`config.mk`:
```
export PLATFORM = sky130hd
export DESIGN_NAME = morse_decoder
export DESIGN_NICKNAME = d
export VERILOG_FILES = /design/src/rtl/morse_decoder_pkg.sv /design/src/rtl/morse_decoder_lut.sv /design/src/rtl/morse_decoder.sv
export SDC_FILE = /design/constraint.sdc
export NUM_CORES = 1
export LEC_CHECK = 0
export ABC_CLOCK_PERIOD_IN_PS = 2390
export CORE_MARGIN = 8
export CORE_UTILIZATION = 58
export CTS_CLUSTER_SIZE = 14
export DETAILED_ROUTE_END_ITERATION = 8
export PLACE_DENSITY = 0.78
export SLEW_MARGIN = 20
export SYNTH_ARGS = -nofsm -noshare
export SYNTH_HDL_FRONTEND = slang
export SYNTH_HIERARCHICAL = 1
export SYNTH_SLANG_ARGS = --single-unit
```
`constraint.sdc`:
```
create_clock -name clk -period 2.39 [get_ports clk]
set_input_delay 0.478 -clock clk [delete_from_list [all_inputs] [get_ports clk]]
set_output_delay 0.478 -clock clk [all_outputs]
set_load 0.03 [all_outputs]
```
`src/rtl/morse_decoder_pkg.sv`:
```
// Shared definitions for the Morse decoder: FSM states, code field widths
// and the ASCII constants used for unknown characters and word spaces.
package morse_decoder_pkg;

  typedef enum logic [1:0] {
    IDLE  = 2'd0,
    MARK  = 2'd1,
    SPACE = 2'd2,
    EMIT  = 2'd3
  } state_e;

  localparam int LEN_W    = 3;
  localparam int PAT_W    = 5;
  localparam int CODE_W   = LEN_W + PAT_W;
  localparam int MAX_ELEM = 5;
  localparam int CNT_W    = 8;

  localparam logic [7:0] ASCII_UNKNOWN = 8'h3F;
  localparam logic [7:0] ASCII_SPACE   = 8'h20;

  // Tick counter increment that sticks at all-ones instead of wrapping.
  function automatic logic [CNT_W-1:0] satInc(input logic [CNT_W-1:0] value);
    return (value == {CNT_W{1'b1}}) ? value : value + 1'b1;
  endfunction

endpackage

```
`src/rtl/morse_decoder_lut.sv`:
```
// Packed element code {len, pat} to ASCII table for ITU Morse A-Z and 0-9.
// The first element sits at pat[len-1]; dash = 1, dot = 0.
module morse_lut
  import morse_decoder_pkg::*;
(
  input  logic [CODE_W-1:0] code_i,
  output logic [7:0]        ascii_o
);

  always_comb begin
    ascii_o = ASCII_UNKNOWN;
    case (code_i)
      8'h20: ascii_o = "E";
      8'h21: ascii_o = "T";
      8'h40: ascii_o = "I";
      8'h41: ascii_o = "A";
      8'h42: ascii_o = "N";
      8'h43: ascii_o = "M";
      8'h60: ascii_o = "S";
      8'h61: ascii_o = "U";
      8'h62: ascii_o = "R";
      8'h63: ascii_o = "W";
      8'h64: ascii_o = "D";
      8'h65: ascii_o = "K";
      8'h66: ascii_o = "G";
      8'h67: ascii_o = "O";
      8'h80: ascii_o = "H";
      8'h81: ascii_o = "V";
      8'h82: ascii_o = "F";
      8'h84: ascii_o = "L";
      8'h86: ascii_o = "P";
      8'h87: ascii_o = "J";
      8'h88: ascii_o = "B";
      8'h89: ascii_o = "X";
      8'h8A: ascii_o = "C";
      8'h8B: ascii_o = "Y";
      8'h8C: ascii_o = "Z";
      8'h8D: ascii_o = "Q";
      8'hA0: ascii_o = "5";
      8'hA1: ascii_o = "4";
      8'hA3: ascii_o = "3";
      8'hA7: ascii_o = "2";
      8'hAF: ascii_o = "1";
      8'hB0: ascii_o = "6";
      8'hB8: ascii_o = "7";
      8'hBC: ascii_o = "8";
      8'hBE: ascii_o = "9";
      8'hBF: ascii_o = "0";
      default: ascii_o = ASCII_UNKNOWN;
    endcase
  end

endmodule

```
`src/rtl/morse_decoder.sv`:
```
// Morse keyer decoder: times key-down/key-up intervals in tick strobes,
// assembles dots and dashes into a code, and emits ASCII plus word spaces.
module morse_decoder
  import morse_decoder_pkg::*;
#(
  parameter int TPU = 4
) (
  input  logic       clk,
  input  logic       reset,
  input  logic       tick,
  input  logic       key,
  output logic [7:0] code,
  output logic [7:0] ascii,
  output logic       ascii_valid,
  output logic       err
);

  localparam logic [CNT_W-1:0] DASH_MIN   = CNT_W'(2 * TPU);
  localparam logic [CNT_W-1:0] LETTER_GAP = CNT_W'(3 * TPU);
  localparam logic [CNT_W-1:0] WORD_GAP   = CNT_W'(4 * TPU);

  state_e             state_q;
  logic [CNT_W-1:0]   cnt_q;
  logic [CNT_W-1:0]   cnt_d;
  logic [LEN_W-1:0]   len_q;
  logic [LEN_W-1:0]   len_d;
  logic [PAT_W-1:0]   pat_q;
  logic [PAT_W-1:0]   pat_d;
  logic               ovf_q;
  logic               wordArmed_q;
  logic [CODE_W-1:0]  code_q;
  logic [7:0]         ascii_q;
  logic               asciiValid_q;
  logic               err_q;

  logic               isDash;
  logic               canShift;
  logic               isUnknown;
  logic [7:0]         lutAscii;

  morse_lut u_lut (
    .code_i  ({len_q, pat_q}),
    .ascii_o (lutAscii)
  );

  // Classification uses the registered count, so a tick in the release cycle is ignored.
  assign cnt_d     = tick ? satInc(cnt_q) : cnt_q;
  assign isDash    = (cnt_q >= DASH_MIN);
  assign canShift  = (len_q < LEN_W'(MAX_ELEM));
  assign pat_d     = {pat_q[PAT_W-2:0], isDash};
  assign len_d     = len_q + 1'b1;
  assign isUnknown = ovf_q || (lutAscii == ASCII_UNKNOWN);

  always_ff @(posedge clk) begin
    if (reset) begin
      state_q      <= IDLE;
      cnt_q        <= '0;
      len_q        <= '0;
      pat_q        <= '0;
      ovf_q        <= 1'b0;
      wordArmed_q  <= 1'b0;
      code_q       <= '0;
      ascii_q      <= '0;
      asciiValid_q <= 1'b0;
      err_q        <= 1'b0;
    end else begin
      asciiValid_q <= 1'b0;
      err_q        <= 1'b0;
      unique case (state_q)
        IDLE: begin
          if (key) begin
            state_q     <= MARK;
            cnt_q       <= '0;
            wordArmed_q <= 1'b0;
          end else if (wordArmed_q) begin
            if (cnt_q == WORD_GAP) begin
              ascii_q      <= ASCII_SPACE;
              asciiValid_q <= 1'b1;
              wordArmed_q  <= 1'b0;
            end else begin
              cnt_q <= cnt_d;
            end
          end
        end

        // Elements beyond MAX_ELEM are dropped but remembered as an overflow.
        MARK: begin
          if (!key) begin
            if (canShift) begin
              pat_q <= pat_d;
              len_q <= len_d;
            end else begin
              ovf_q <= 1'b1;
            end
            state_q <= SPACE;
            cnt_q   <= '0;
          end else begin
            cnt_q <= cnt_d;
          end
        end

        SPACE: begin
          if (key) begin
            state_q <= MARK;
            cnt_q   <= '0;
          end else if (cnt_q == LETTER_GAP) begin
            state_q <= EMIT;
            cnt_q   <= '0;
          end else begin
            cnt_q <= cnt_d;
          end
        end

        EMIT: begin
          code_q       <= {len_q, pat_q};
          ascii_q      <= isUnknown ? ASCII_UNKNOWN : lutAscii;
          err_q        <= isUnknown;
          asciiValid_q <= 1'b1;
          len_q        <= '0;
          pat_q        <= '0;
          ovf_q        <= 1'b0;
          wordArmed_q  <= 1'b1;
          cnt_q        <= '0;
          state_q      <= IDLE;
        end

        default: begin
          state_q <= IDLE;
          cnt_q   <= '0;
        end
      endcase
    end
  end

  assign code        = code_q;
  assign ascii       = ascii_q;
  assign ascii_valid = asciiValid_q;
  assign err         = err_q;

endmodule

```
# Yosys cells after proc, flatten, opt, wreduce, memory -nomap -nowiden
# Index checks and enable logic that the tools add are counted.
# Widths: inputs -> output; s select.
[op_classes]
n_addsub = 2
magnitude_cmp = 2
n_eq_ne = 53
muxes = 37
bitwise_logic = 1
n_reduce_logical = 10
[op_table]
columns = ["cell", "n"]
rows = [
  ["$pmux 7 s36", 1],
  ["$eq 8x8->1 const B", 23],
  ["$eq 8x7->1 const B", 12],
  ["$mux 8", 12],
  ["$pmux 8 s4", 1],
  ["$eq 8x6->1 const B", 3],
  ["$pmux 8 s2", 1],
  ["$ne 2x2->1 const B", 7],
  ["$mux 5", 2],
  ["$pmux 5 s2", 1],
  ["$ne 3x3->1 const B", 3],
  ["$reduce_and 3->1", 3],
  ["$add 8x1->8 const B", 1],
  ["$eq 8x4->1 const B", 1],
  ["$eq 8x5->1 const B", 1],
  ["$ge 8x4->1 const B", 1],
  ["$mux 1", 8],
  ["$mux 2", 4],
  ["$pmux 2 s4", 1],
  ["$mux 3", 2],
  ["$pmux 1 s2", 3],
  ["$pmux 3 s2", 1],
  ["$eq 2x2->1 const B", 2],
  ["$reduce_and 4->1", 1],
  ["9 further kinds", 10],
]
[word_totals]
regBits = 38
inputBits = 4
output_inout_bits = 18
elab_cells = 115

# Logic depth before layout (Yosys ltp)
[logic_depth]
ltp_word = 7
ltp_mapped = 11
ltp_nobuf = 9

# Cells and area by module
# The synthesis kept the hierarchy.
[by_module_without_submodules]
columns = ["module", "instances", "cells_per_inst", "area_each_um2", "seq_area_each_um2"]
rows = [
  ["morse_decoder", 1, 207, 1798.0, 760.7],
  ["morse_lut", 1, 99, 673.1, 0.0],
]

# Worst setup path before layout
# Ideal clock, no wire load.
[synth_timing]
path_kind = "reg-to-reg"
from = "register len_q[0]"
to = "register err_q (netlist: err)"
setup_time_ps = 78
arrival_ps = 1954
t_required_ps = 2312
slack_ps = 358
stages_incl_launch_ff = 11
path_buffers = 1
synth_period_minus_slack_ps = 2032
path_cell_list = "dfxtp_1 buf_6 or4b_4 nor3_2 o21ai_1 a32o_1 nand4_1 nand4_1 nor4_1 nor2_1 nor3_1"
[synth_between]
elab_chain_len = 4
word_cells_on_any_way = 39
classes_between = "37 x eq/ne; 1 x mux; 1 x reduce/logical"
[synth_lines]
columns = ["element", "line", "source"]
rows = [
  ["start: declaration", "morse_decoder.sv:25", "logic [LEN_W-1:0] len_q;"],
  ["start signal: assignment", "morse_decoder.sv:91", "len_q <= len_d;"],
  ["$eq 8x8->1, or another cell as far along", "morse_decoder_lut.sv:12", "case (code_i)"],
  ["$pmux 7 s36 (*)", "morse_decoder_lut.sv:12", ""],
  ["via lutAscii[1]", "morse_decoder.sv:39", "logic [7:0] lutAscii;"],
  ["$eq 8x6->1 (*)", "morse_decoder.sv:52", "assign isUnknown = ovf_q || (lutAscii == ASCII_UNKNOWN);"],
  ["$logic_or 1x1->1 (*)", "morse_decoder.sv:52", ""],
  ["end signal: assignment", "morse_decoder.sv:117", "err_q <= isUnknown;"],
  ["end: declaration", "morse_decoder.sv:34", "logic err_q;"],
]
# The timed path passes the listed nets; every way through them passes the cells marked *.
# A chain may end at the register's enable or synchronous reset.

# Worst setup path after layout
[layout_timing]
from = "register len_q[2]"
to = "register err_q (netlist: err)"
# Same word-level chain as after synthesis.

==> reports/results.ini <==
[synthesis]
async_reset_ff_frac=0
synth_area_leader_cell=dfxtp_1
ys_top_cells_by_area=dfxtp_1 (31%), a21oi_1 (5.9%), mux2i_1 (3.6%)
mappedNetlistArea_mm2=0.00247
synth_seq_cells=38
synthFlopType=dfxtp_1
ys_warn_count=6
synth.distinct_cells=65
synth-edff-count=0
synth_top_area_share=0.308
syn-instance-count=306
seq_area_frac_synth=0.308
avgSynthCellArea_um2=8.08
synth_nets=317

[pwr]
ir_drop_mv=0.481
power_density_mw_per_mm2=499
power_mw=1.41
p_leak_nw=0.968

[outcome]
outcome=finished, final reports clean

[routing]
drc=0
first_pass_iters=5
avgViaCountPerCell=6.06
wirelength_um=6060
postRouteAntennaNets=0
drt-initial-drc-count=152
wl_per_cell_um=15.9
vias=2315

[sta]
fin_crit_sh=0.930
worst_pin_slew_ps=587
finalSetupViolations=0
drv_slew=0
fmax_mhz=450
fin_tns_setup_ps=0
slew_headroom=0.606
whs_ps=463
fin_crit_ps=2220
hold_viol_final=0
rsz0062_at_grt=no
finClkSkew_ps=8.55

[worst_setup_path]
arrival_ps=2450
worstSetupPathType=flop to flop
rr_worst_depth=9
path_max_fanout=13
startpoint_type=flop
cp.required_ps=2610
regToRegStartpoint=len_q[2]
reg2reg_to=err
endpoint_kind=flop
rrSetupSlack_ps=170

[clock_network]
cts_tree=yes
post_cts_buffers=0
postCtsHoldBufs=0
h-tree-depth=2
insertion_delay_ps=300
ctsLongestPathBuffers=2
clk_pin_slew_worst_paths_ps=80
cts_resized=0
cts_buffers=5
root_buffer=clkbuf_8
cts_sinks=38

[placement]
port-buffer-count=21
gp_congestion=0.903
post_dp_cell_area_mm2=0.00273
dp_hpwl_um=4450

[min_path]
holdCritPathClass=flop to flop
holdPathEnd=ascii[6]
min_path_cells=1
min_from=ascii[6]

[global_route]
grt_pass1_vias=2114
track_usage=0.189
grt_max_degree=21
grt_overflow=0
grt_pass1_wl_um=10100
antenna_found_initial=0

[final_layout]
area_delta_synth_final_pct=14.1
fill_cells=351
fin_area_mm2=0.00282
layout-drive-gt1-share=0.130
diodes=0
nets=342

[flow_run]
cap_viol_max_count=0

[floorplan]
io_pins=22
die_w_um=81.3
core_mm2=0.00406
start_util=0.609
die_area_mm2=0.00660
rows=23
die_h_um=81.3

worst max-delay path: stages, from the launching register on:
cell and delay [ps]:
dfxtp_1 580, or4b_4 540, nor3_2 120, o21ai_1 70, a32o_1 250, nand4_1 130
nand4_1 100, nor4_1 170, nor2_1 60, nor3_1 120
synth_stat cells, drive strengths merged (2+ instances only):
cell type	count
a211o	3
a211oi	3
a21oi	29
a22oi	2
a31oi	5
a32oi	2
and2	5
and3	3
buf	7
clkbuf	14
dfxtp	38
ha	7
inv	17
mux2i	9
nand2	22
nand2b	8
nand3	11
nand3b	3
nand4	7
nor2	23
nor2b	2
nor3	12
nor3b	2
nor4	5
nor4b	3
o211ai	2
o21a	3
o21ai	15
o2bb2ai	8
o31a	2
o31ai	4
or2	2
or3	2
or3b	2
or4	4
layout make-up:
type | instances | area (um2) | area share
multi-input combinational | 230 | 1490 | 0.529
sequential | 38 | 761 | 0.270
timing repair buffer | 39 | 345 | 0.122
clock buffer | 6 | 82.6 | 0.0293
inverter | 17 | 63.8 | 0.0226
tap | 50 | 62.6 | 0.0222
clock inverter | 2 | 12.5 | 0.00444
cell families (layout without fill, tap and decap cells):
kind of cell | after synthesis | count (layout) | synth area share
buffers and inverters | 38 | 64 | 0.0881
adders and majority gates | 7 | 7 | 0.0354
AOI/OAI and AO/OA | 90 | 90 | 0.241
and+or+nand+nor | 121 | 121 | 0.283
xor gates and xnor gates | 2 | 2 | 0.00709
DFF | 38 | 38 | 0.308
other | 1 | 1 | 0.00152
muxes | 9 | 9 | 0.0365
layout by cell type, fill, tap and decap left out, drive strengths merged, types with 3 or more instances in the layout:
master,Yosys,routed
o21ai,15,15
nor4b,3,3
a211o,3,3
nand2,22,22
nor2,23,23
o2bb2ai,8,8
ha,7,7
and2,5,5
a31oi,5,5
mux2i,9,9
nand2b,8,8
nand3b,3,3
nor4,5,5
clkdlybuf4s50,0,21
nand4,7,7
nand3,11,11
a211oi,3,3
clkbuf,14,6
buf,7,18
inv,17,17
o21a,3,3
o31ai,4,4
a21oi,29,29
nor3,12,12
and3,3,3
or4,4,4
dfxtp,38,38
where the power goes:
group	internal (mW)	switching [mW]	total (mW)
Sequential	0.645	0.0202	0.666
Clock	0.232	0.237	0.469
Combinational	0.110	0.164	0.273
Total	0.987	0.421	1.41
per-layer routing:
metal  share of wire  track usage  vias to the layer above
met4           0.015       0.0679                        0
met1            0.48        0.244                     1058
met5               0            0                        -
met3           0.056       0.0486                       12
li1                -            -                     1176
met2            0.45        0.295                       69
state kept, by name, summed over array words and instances (netlist names):
signal and cells:
state_q 2, err 1, code 8, pat_q 5, cnt_q 8, ascii 8
ovf_q 1, wordArmed_q 1, ascii_valid 1, len_q 3
worst max path at each step:
stage               startpoint       end  cells past startpoint
finish                len_q[2]       err                      9
global placement           key  cnt_q[5]                      5
detailed placement         key  cnt_q[3]                      5
global route          len_q[2]       err                      9
CTS                   len_q[2]       err                      9
floorplan             len_q[0]       err                     10
per-stage QoR:
stage,utilization,cells,worst slack (ps)
after global placement,0.672,374,212
after detailed placement,0.672,374,178
after global routing,0.695,382,11.1
final,0.695,382,168
after floorplan,-,306,358
after CTS,0.695,382,176
Power figures use the tool's default switching activity.
